File: src/rtl/dcache_pkg.sv
// Shared geometry, FSM state type and address-split helper for the
// direct-mapped write-through data cache.
package dcache_pkg;

  localparam int ADDR_WIDTH = 32;
  localparam int LINES      = 8;
  localparam int WORDS      = 4;
  localparam int INDEX_W    = $clog2(LINES);
  localparam int OFFS_W     = $clog2(WORDS);
  localparam int TAG_W      = ADDR_WIDTH - 2 - OFFS_W - INDEX_W;

  typedef enum logic [1:0] {IDLE, FILL, WRITE, WDONE} dcache_state_t;

  // Packs exactly into the word address addr[ADDR_WIDTH-1:2]
  typedef struct packed {
    logic [TAG_W-1:0]   tag;
    logic [INDEX_W-1:0] index;
    logic [OFFS_W-1:0]  offset;
  } addr_fields_t;

  function automatic addr_fields_t addr_fields(input logic [ADDR_WIDTH-1:0] addr);
    addr_fields_t f;
    logic [1:0]   unused_byte_lane;
    unused_byte_lane = addr[1:0];
    f.tag    = addr[ADDR_WIDTH-1 -: TAG_W];
    f.index  = addr[2+OFFS_W +: INDEX_W];
    f.offset = addr[2 +: OFFS_W];
    return f;
  endfunction

endpackage

File: src/rtl/data_cache_if.sv
// CPU load/store port and backing-memory req/ack port of the data cache.
// The cache takes the slave view; the core/memory environment takes master.
interface data_cache_if #(
  parameter int DATA_WIDTH = 32,
  parameter int ADDR_WIDTH = 32
);

  logic                  cpu_req;
  logic                  cpu_we;
  logic [ADDR_WIDTH-1:0] cpu_addr;
  logic [DATA_WIDTH-1:0] cpu_wdata;
  logic [DATA_WIDTH-1:0] cpu_rdata;
  logic                  cpu_stall;

  logic                  mem_req;
  logic                  mem_we;
  logic [ADDR_WIDTH-1:0] mem_addr;
  logic [DATA_WIDTH-1:0] mem_wdata;
  logic [DATA_WIDTH-1:0] mem_rdata;
  logic                  mem_ack;

  modport slave (
    input  cpu_req, cpu_we, cpu_addr, cpu_wdata,
    output cpu_rdata, cpu_stall,
    output mem_req, mem_we, mem_addr, mem_wdata,
    input  mem_rdata, mem_ack
  );

  modport master (
    output cpu_req, cpu_we, cpu_addr, cpu_wdata,
    input  cpu_rdata, cpu_stall,
    input  mem_req, mem_we, mem_addr, mem_wdata,
    output mem_rdata, mem_ack
  );

endinterface

File: src/rtl/dcache_line_store.sv
// Tag, valid and data arrays of the cache: combinational read port, one
// synchronous word write and a tag/valid write for completing a fill.
module dcache_line_store
  import dcache_pkg::*;
#(
  parameter int DATA_WIDTH = 32
) (
  input  logic                  clk,
  input  logic                  rst,
  input  logic [INDEX_W-1:0]    rd_index,
  input  logic [OFFS_W-1:0]     rd_offset,
  output logic                  rd_valid,
  output logic [TAG_W-1:0]      rd_tag,
  output logic [DATA_WIDTH-1:0] rd_word,
  input  logic [INDEX_W-1:0]    wr_index,
  input  logic                  wr_en,
  input  logic [OFFS_W-1:0]     wr_offset,
  input  logic [DATA_WIDTH-1:0] wr_data,
  input  logic                  tv_we,
  input  logic [TAG_W-1:0]      tv_tag
);

  logic [LINES-1:0]      valid_q;
  logic [TAG_W-1:0]      tag_arr  [LINES];
  logic [DATA_WIDTH-1:0] data_arr [LINES][WORDS];

  assign rd_valid = valid_q[rd_index];
  assign rd_tag   = tag_arr[rd_index];
  assign rd_word  = data_arr[rd_index][rd_offset];

  always_ff @(posedge clk) begin
    if (rst) begin
      valid_q <= '0;
    end else if (tv_we) begin
      valid_q[wr_index] <= 1'b1;
    end
  end

  // Tag and data contents are meaningless until valid is set, so no reset
  always_ff @(posedge clk) begin
    if (tv_we) begin
      tag_arr[wr_index] <= tv_tag;
    end
    if (wr_en) begin
      data_arr[wr_index][wr_offset] <= wr_data;
    end
  end

endmodule

File: src/rtl/data_cache.sv
// Direct-mapped, write-through, no-write-allocate data cache between the
// single-cycle core load/store path and the backing data memory.
//
//   state | meaning
//   IDLE  | combinational lookup; load hits complete with no stall
//   FILL  | reading WORDS words of the missed line, one per mem_ack
//   WRITE | store written through to memory; cached word updated on hit
//   WDONE | one unstalled cycle so the core retires the store
module data_cache
  import dcache_pkg::*;
#(
  parameter int DATA_WIDTH = 32,
  parameter int CNT_WIDTH  = 16
) (
  input  logic                 clk,
  input  logic                 rst,
  data_cache_if.slave          bus,
  output logic [CNT_WIDTH-1:0] hit_count,
  output logic [CNT_WIDTH-1:0] miss_count
);

  dcache_state_t         state_q;
  dcache_state_t         state_d;

  addr_fields_t          req_q;
  logic [DATA_WIDTH-1:0] wdata_q;
  logic [OFFS_W-1:0]     cnt_q;
  logic                  fill_done_q;

  logic [ADDR_WIDTH-1:0] look_addr;
  addr_fields_t          look;
  logic                  rd_valid;
  logic [TAG_W-1:0]      rd_tag;
  logic [DATA_WIDTH-1:0] rd_word;

  logic                  hit;
  logic                  idle_req;
  logic                  load_hit;
  logic                  load_miss;
  logic                  store_req;
  logic                  ack;
  logic                  last_word;
  logic                  fill_last;

  logic                  wr_en;
  logic [OFFS_W-1:0]     wr_offset;
  logic [DATA_WIDTH-1:0] wr_data;
  logic                  tv_we;

  // Outside IDLE the lookup tracks the latched request so WRITE can test its own hit
  assign look_addr = (state_q == IDLE) ? bus.cpu_addr : {req_q, 2'b00};
  assign look      = addr_fields(look_addr);

  assign hit       = rd_valid && (rd_tag == look.tag);
  assign idle_req  = (state_q == IDLE) && bus.cpu_req;
  assign load_hit  = idle_req && !bus.cpu_we && hit;
  assign load_miss = idle_req && !bus.cpu_we && !hit;
  assign store_req = idle_req && bus.cpu_we;

  assign ack       = bus.mem_ack && ((state_q == FILL) || (state_q == WRITE));
  assign last_word = (cnt_q == OFFS_W'(WORDS - 1));
  assign fill_last = (state_q == FILL) && ack && last_word;

  always_ff @(posedge clk) begin
    if (rst) begin
      state_q <= IDLE;
    end else begin
      state_q <= state_d;
    end
  end

  always_comb begin
    state_d = state_q;
    case (state_q)
      IDLE: begin
        if (load_miss) begin
          state_d = FILL;
        end else if (store_req) begin
          state_d = WRITE;
        end
      end
      FILL: begin
        if (fill_last) begin
          state_d = IDLE;
        end
      end
      WRITE: begin
        if (ack) begin
          state_d = WDONE;
        end
      end
      WDONE:   state_d = IDLE;
      default: state_d = IDLE;
    endcase
  end

  always_comb begin
    bus.cpu_rdata = rd_word;
    bus.cpu_stall = 1'b0;
    bus.mem_req   = 1'b0;
    bus.mem_we    = 1'b0;
    bus.mem_addr  = '0;
    bus.mem_wdata = '0;
    case (state_q)
      IDLE: begin
        bus.cpu_stall = bus.cpu_req && (bus.cpu_we || !hit);
      end
      FILL: begin
        bus.cpu_stall = 1'b1;
        bus.mem_req   = 1'b1;
        bus.mem_addr  = {req_q.tag, req_q.index, cnt_q, 2'b00};
      end
      WRITE: begin
        bus.cpu_stall = 1'b1;
        bus.mem_req   = 1'b1;
        bus.mem_we    = 1'b1;
        bus.mem_addr  = {req_q, 2'b00};
        bus.mem_wdata = wdata_q;
      end
      default: ;
    endcase
  end

  always_ff @(posedge clk) begin
    if (rst) begin
      cnt_q       <= '0;
      fill_done_q <= 1'b0;
    end else begin
      fill_done_q <= fill_last;
      if (load_miss) begin
        cnt_q <= '0;
      end else if ((state_q == FILL) && ack) begin
        cnt_q <= cnt_q + OFFS_W'(1);
      end
    end
  end

  always_ff @(posedge clk) begin
    if (load_miss || store_req) begin
      req_q   <= look;
      wdata_q <= bus.cpu_wdata;
    end
  end

  // The hit right after a fill retires the access already counted as a miss
  always_ff @(posedge clk) begin
    if (rst) begin
      hit_count  <= '0;
      miss_count <= '0;
    end else begin
      if (load_hit && !fill_done_q && (hit_count != '1)) begin
        hit_count <= hit_count + CNT_WIDTH'(1);
      end
      if (load_miss && (miss_count != '1)) begin
        miss_count <= miss_count + CNT_WIDTH'(1);
      end
    end
  end

  assign wr_en     = !rst && (((state_q == FILL) && ack) || ((state_q == WRITE) && ack && hit));
  assign wr_offset = (state_q == FILL) ? cnt_q : req_q.offset;
  assign wr_data   = (state_q == FILL) ? bus.mem_rdata : wdata_q;
  assign tv_we     = !rst && fill_last;

  dcache_line_store #(
    .DATA_WIDTH (DATA_WIDTH)
  ) u_line_store (
    .clk       (clk),
    .rst       (rst),
    .rd_index  (look.index),
    .rd_offset (look.offset),
    .rd_valid  (rd_valid),
    .rd_tag    (rd_tag),
    .rd_word   (rd_word),
    .wr_index  (req_q.index),
    .wr_en     (wr_en),
    .wr_offset (wr_offset),
    .wr_data   (wr_data),
    .tv_we     (tv_we),
    .tv_tag    (req_q.tag)
  );

endmodule
File: src/flat_wrapper.sv
// flat-port wrapper written by rule: the top's interface ports become plain ports
module data_cache_flat import dcache_pkg::*;
#(
  parameter int DATA_WIDTH = 32,
  parameter int CNT_WIDTH  = 16
)
  (clk, rst, hit_count, miss_count, bus_cpu_req, bus_cpu_we, bus_cpu_addr, bus_cpu_wdata, bus_cpu_rdata, bus_cpu_stall, bus_mem_req, bus_mem_we, bus_mem_addr, bus_mem_wdata, bus_mem_rdata, bus_mem_ack);
  data_cache_if #(.DATA_WIDTH(DATA_WIDTH)) bus_i ();
  input  logic clk;
  input  logic rst;
  output logic [CNT_WIDTH-1:0] hit_count;
  output logic [CNT_WIDTH-1:0] miss_count;
  input wire logic [$bits(bus_i.cpu_req)-1:0] bus_cpu_req;
  input wire logic [$bits(bus_i.cpu_we)-1:0] bus_cpu_we;
  input wire logic [$bits(bus_i.cpu_addr)-1:0] bus_cpu_addr;
  input wire logic [$bits(bus_i.cpu_wdata)-1:0] bus_cpu_wdata;
  output wire logic [$bits(bus_i.cpu_rdata)-1:0] bus_cpu_rdata;
  output wire logic [$bits(bus_i.cpu_stall)-1:0] bus_cpu_stall;
  output wire logic [$bits(bus_i.mem_req)-1:0] bus_mem_req;
  output wire logic [$bits(bus_i.mem_we)-1:0] bus_mem_we;
  output wire logic [$bits(bus_i.mem_addr)-1:0] bus_mem_addr;
  output wire logic [$bits(bus_i.mem_wdata)-1:0] bus_mem_wdata;
  input wire logic [$bits(bus_i.mem_rdata)-1:0] bus_mem_rdata;
  input wire logic [$bits(bus_i.mem_ack)-1:0] bus_mem_ack;
  assign bus_i.cpu_req = bus_cpu_req;
  assign bus_i.cpu_we = bus_cpu_we;
  assign bus_i.cpu_addr = bus_cpu_addr;
  assign bus_i.cpu_wdata = bus_cpu_wdata;
  assign bus_cpu_rdata = bus_i.cpu_rdata;
  assign bus_cpu_stall = bus_i.cpu_stall;
  assign bus_mem_req = bus_i.mem_req;
  assign bus_mem_we = bus_i.mem_we;
  assign bus_mem_addr = bus_i.mem_addr;
  assign bus_mem_wdata = bus_i.mem_wdata;
  assign bus_i.mem_rdata = bus_mem_rdata;
  assign bus_i.mem_ack = bus_mem_ack;
  data_cache #(.DATA_WIDTH(DATA_WIDTH), .CNT_WIDTH(CNT_WIDTH)) u_core (.clk(clk), .rst(rst), .bus(bus_i), .hit_count(hit_count), .miss_count(miss_count));
endmodule
File: config.mk
export PLATFORM = sky130hd
export DESIGN_NAME = data_cache_flat
export DESIGN_NICKNAME = d
export VERILOG_FILES = /design/src/rtl/dcache_pkg.sv /design/src/rtl/data_cache_if.sv /design/src/rtl/dcache_line_store.sv /design/src/rtl/data_cache.sv /design/src/flat_wrapper.sv
export SDC_FILE = /design/constraint.sdc
export NUM_CORES = 2
export LEC_CHECK = 0
export CAP_MARGIN = 20
export CORE_MARGIN = 1.5
export CORE_UTILIZATION = 50
export CTS_CLUSTER_SIZE = 25
export DETAILED_ROUTE_END_ITERATION = 12
export PLACE_DENSITY_LB_ADDON = 0.3
export SLEW_MARGIN = 30
export SYNTH_ARGS = -nofsm -noshare
export SYNTH_HDL_FRONTEND = slang
export SYNTH_SLANG_ARGS = --single-unit
File: constraint.sdc
create_clock -name clk -period 11.1 [get_ports clk]
set_clock_uncertainty 0.15 [all_clocks]
set_input_delay 3.33 -clock clk [delete_from_list [all_inputs] [get_ports clk]]
set_output_delay 3.33 -clock clk [all_outputs]
set_load 0.005 [all_outputs]
==> results.sh <==
export IMPL_outcome="complete, no violations"
export IMPL_path_cells="clkdlybuf4s50_1 > mux2i_4 > buf_12 > o221ai_1 > o22ai_1 > a211oi_2 > xnor2_1 > nand2b_1 > or4_1 > or4_1 > o21bai_1 > a21oi_1 > clkdlybuf4s50_1"
export IMPL_crit_start="bus_cpu_addr[5]"
export IMPL_cts_tree="yes"
export IMPL_place_area_mm2=0.0596
export IMPL_fp_dieArea_mm2=0.112
export IMPL_maxSlewHeadroom_pct=31.6
export IMPL_synth_edf_count=1286
export IMPL_grt_pass1_wl_mm=227
export IMPL_finalPower_mw=15.5
export IMPL_synthCells=4366
export IMPL_routedWlPerCell_um=25.0
export IMPL_path_buf_inv=3
export IMPL_netlist_area_mm2=0.0552
export IMPL_combPwrFrac_pct=31.2
export IMPL_vdd_ir_drop_max_mv=0.219
export IMPL_arrival_ns=7.49
export IMPL_grt_pass1_vias=35935
export IMPL_r2r_start="u_core.state_q[0]"
export IMPL_num_rows=121
export IMPL_holdCritPathClass="reg2reg"
export IMPL_die_w_um=335
export IMPL_fill_cells=8381
export IMPL_first_iter_violations=4611
export IMPL_worst_path_max_fanout=24
export IMPL_cp_data_required_time_ns=7.62
export IMPL_crit_path_top_delay_cell="clkdlybuf4s50_1"
export IMPL_worstMarginPinSlew_ns=1.03
export IMPL_path_delay_family="buffers and inverters"
export IMPL_hold_violations=0
export IMPL_grt_setup_unrepaired="no"
export IMPL_first_pass_iters=7
export IMPL_cts_root_buffer="clkbuf_16"
export IMPL_numCtsBuffers=138
export IMPL_hp_start="u_core.u_line_store.valid_q[2]"
export IMPL_synthTopCellsByArea="edfxtp_1 (70%), nand2_1 (7.5%), nand3_1 (4.4%)"
export IMPL_gp_congestion=0.847
export IMPL_p_switching_mw=5.34
export IMPL_max_freq_mhz=91.2
export IMPL_start_util_pct=50.6
export IMPL_clk_pin_slew_ns=0.06
export IMPL_critPathLaunchType="input pin"
export IMPL_synth_top_area_share_pct=69.9
export IMPL_yosysWarnings=0
export IMPL_fin_crit_ns=10.97
export IMPL_setup_viol=0
export IMPL_die_h_um=335
export IMPL_worstSetupPathType="in2out"
export IMPL_design_area_mm2=0.0640
export IMPL_power_frac_seq_pct=40.0
export IMPL_maxCapViolations=0
export IMPL_critPathCaptureType="output port"
export IMPL_post_synth_top_area_cell="edfxtp_1"
export IMPL_final_common_cell="edfxtp_1"
export IMPL_tns_ns=0
export IMPL_grt_ovfl_total=0
export IMPL_p_per_area_mw_per_mm2=243
export IMPL_slew_viol_final=0
export IMPL_synthFlopType="edfxtp_1"
export IMPL_ant_nets=0
export IMPL_synthArstFlopShare_pct=0
export IMPL_cts_sinks=1331
export IMPL_clockPowerShare_pct=28.8
export IMPL_p_int_mw=10.2
export IMPL_grt_use_total_pct=27.2
export IMPL_hold_buffers=0
export IMPL_ys_ff_latch=1331
export IMPL_htreeDepth=4
export IMPL_cpPeakStageDelay_ns=0.70
export IMPL_max_clock_path_buffers=3
export IMPL_final_nets=4676
export IMPL_areaGrowthSynthToFinish_pct=16.0
export IMPL_port_buffers=227
export IMPL_wl_mm=154
export IMPL_core_area_mm2=0.109
export IMPL_layout_common_cells="edfxtp_1 (1286), nand2_1 (1109), nand3_1 (482)"
export IMPL_vias=37244
export IMPL_synthDistinctLibCells=69
export IMPL_drc=0
export IMPL_routed_via_density=6.05
export IMPL_min_period_over_period_pct=98.8
export IMPL_ys_seq_area_share_pct=71.6
export IMPL_antenna_found_initial=5
export IMPL_grt_max_degree=179
export IMPL_hpwl_mm=81.2
export IMPL_avgSynthCellArea_um2=12.6
export IMPL_sw_frac_of_total_pct=34.3
export IMPL_pin_count=232
export IMPL_clk_insertion_delay_late_ns=0.77
export IMPL_drive_gt1_share_pct=9.77
export IMPL_finish_utilization_pct=58.7
export IMPL_total_leakage_power_nw=22.0
==> power groups by stage <==
stage / clock network, mW / registers, mW / logic, mW
3_3_place_gp: 0 / 6.32 / 4.72
3_5_place_dp: 0 / 6.33 / 4.79
2_1_floorplan: 0 / 6.25 / 2.86
5_1_grt: 4.71 / 6.24 / 5.23
6_report: 4.48 / 6.22 / 4.85
4_1_cts: 4.51 / 6.22 / 4.81
==> per-layer routing <==
metal	vias up	part of all wire (%)	routed length, um	GRT usage [%]
met1	18377	40	61000	36.7
met5	-	0	0	0
met2	1964	48	74700	44.8
li1	16595	-	-	-
met3	308	8.9	13700	4.30
met4	0	3.0	4640	9.83
==> cell usage after synthesis, types with 43 or more instances <==
cell type  count
o31ai_1       47
nor2_1        54
o21ai_0       89
clkbuf_1     237
nand2_1     1109
nand3_1      482
a21oi_1       68
inv_1         64
mux2_2        56
a311oi_1     129
and3_1       143
dfxtp_1       45
nor3_1        46
and2_1        66
edfxtp_1    1286
mux2i_1       43
==> flip-flops by register name, indices dropped and copies added, names as in the netlist <==
signal	count
u_core.hit_count	16
u_core.u_line_store.valid_q	8
u_core.u_line_store.tag_arr	200
u_core.cnt_q	2
u_core.miss_count	16
u_core.fill_done_q	1
u_core.wdata_q	32
u_core.u_line_store.data_arr	1024
u_core.state_q	2
u_core.req_q	30
==> repair_timing <==
item	in CTS	in global routing
gates resized for setup	0	2
setup endpoints to repair	0	1
buffers inserted	0	4
==> per-stage QoR <==
step	std cells	worst slack (ns)	hold WS, ns
after global placement	5900	0.152	0.313
after floorplan	4367	1.21	0.302
after global routing	6157	0.0173	0.350
after CTS	6150	0.122	0.326
after detailed placement	5900	0.138	0.316
final	6158	0.133	0.326
==> cells by family (layout without fill, tap and decap cells) <==
kind of cell             Yosys count  in the layout  synth area share [%]
XOR/XNOR                          20             20                 0.317
flip-flops                      1331           1331                  71.6
AND/OR/NAND/NOR                 2004           2004                  16.3
other                              1              6               0.00679
AO/OA/AOI/OAI                    526            526                  6.88
multiplexers                     102            102                  2.03
adder cells (fa/ha/maj)            7              7                 0.159
buffers and inverters            375            686                  2.68
==> final timing paths <==
| check | endpoint | cells after the start | slack, ns |
|---|---|---|---|
| setup / recovery | bus_cpu_stall | 13 | 0.13 |
| hold / removal | u_core.u_line_store.valid_q[2] | 2 | 0.33 |
| setup reg to reg | u_core.u_line_store.data_arr[5][45] | 16 | 4.43 |
| hold reg to reg | u_core.u_line_store.valid_q[2] | 2 | 0.33 |
==> cell type report <==
class / count / area, um^2 / share of cell area, %
Antenna cell: 4 / 10.0 / 0.0156
Clock inverter: 77 / 653 / 1.02
Multi-Input combinational cell: 2661 / 14500 / 22.6
Inverter: 68 / 279 / 0.436
Clock buffer: 173 / 3690 / 5.76
Timing Repair Buffer: 368 / 3550 / 5.54
Sequential cell: 1331 / 39500 / 61.7
Tap cell: 1476 / 1850 / 2.88
==> worst register-to-register path, stage by stage (launching register included) <==
cell,delay [ns]
dfxtp_1,0.34
inv_1,0.15
ha_4,0.53
buf_4,0.78
nand2b_1,0.56
a211o_1,0.30
a211oi_1,0.09
a211oi_2,0.23
xnor2_1,0.11
nand2b_1,0.21
or4_1,0.59
nor4_2,0.27
buf_4,0.23
a22oi_2,0.07
buf_4,0.33
nor3_2,0.66
buf_4,0.67
Note: power is estimated with default switching activity, not from simulation.
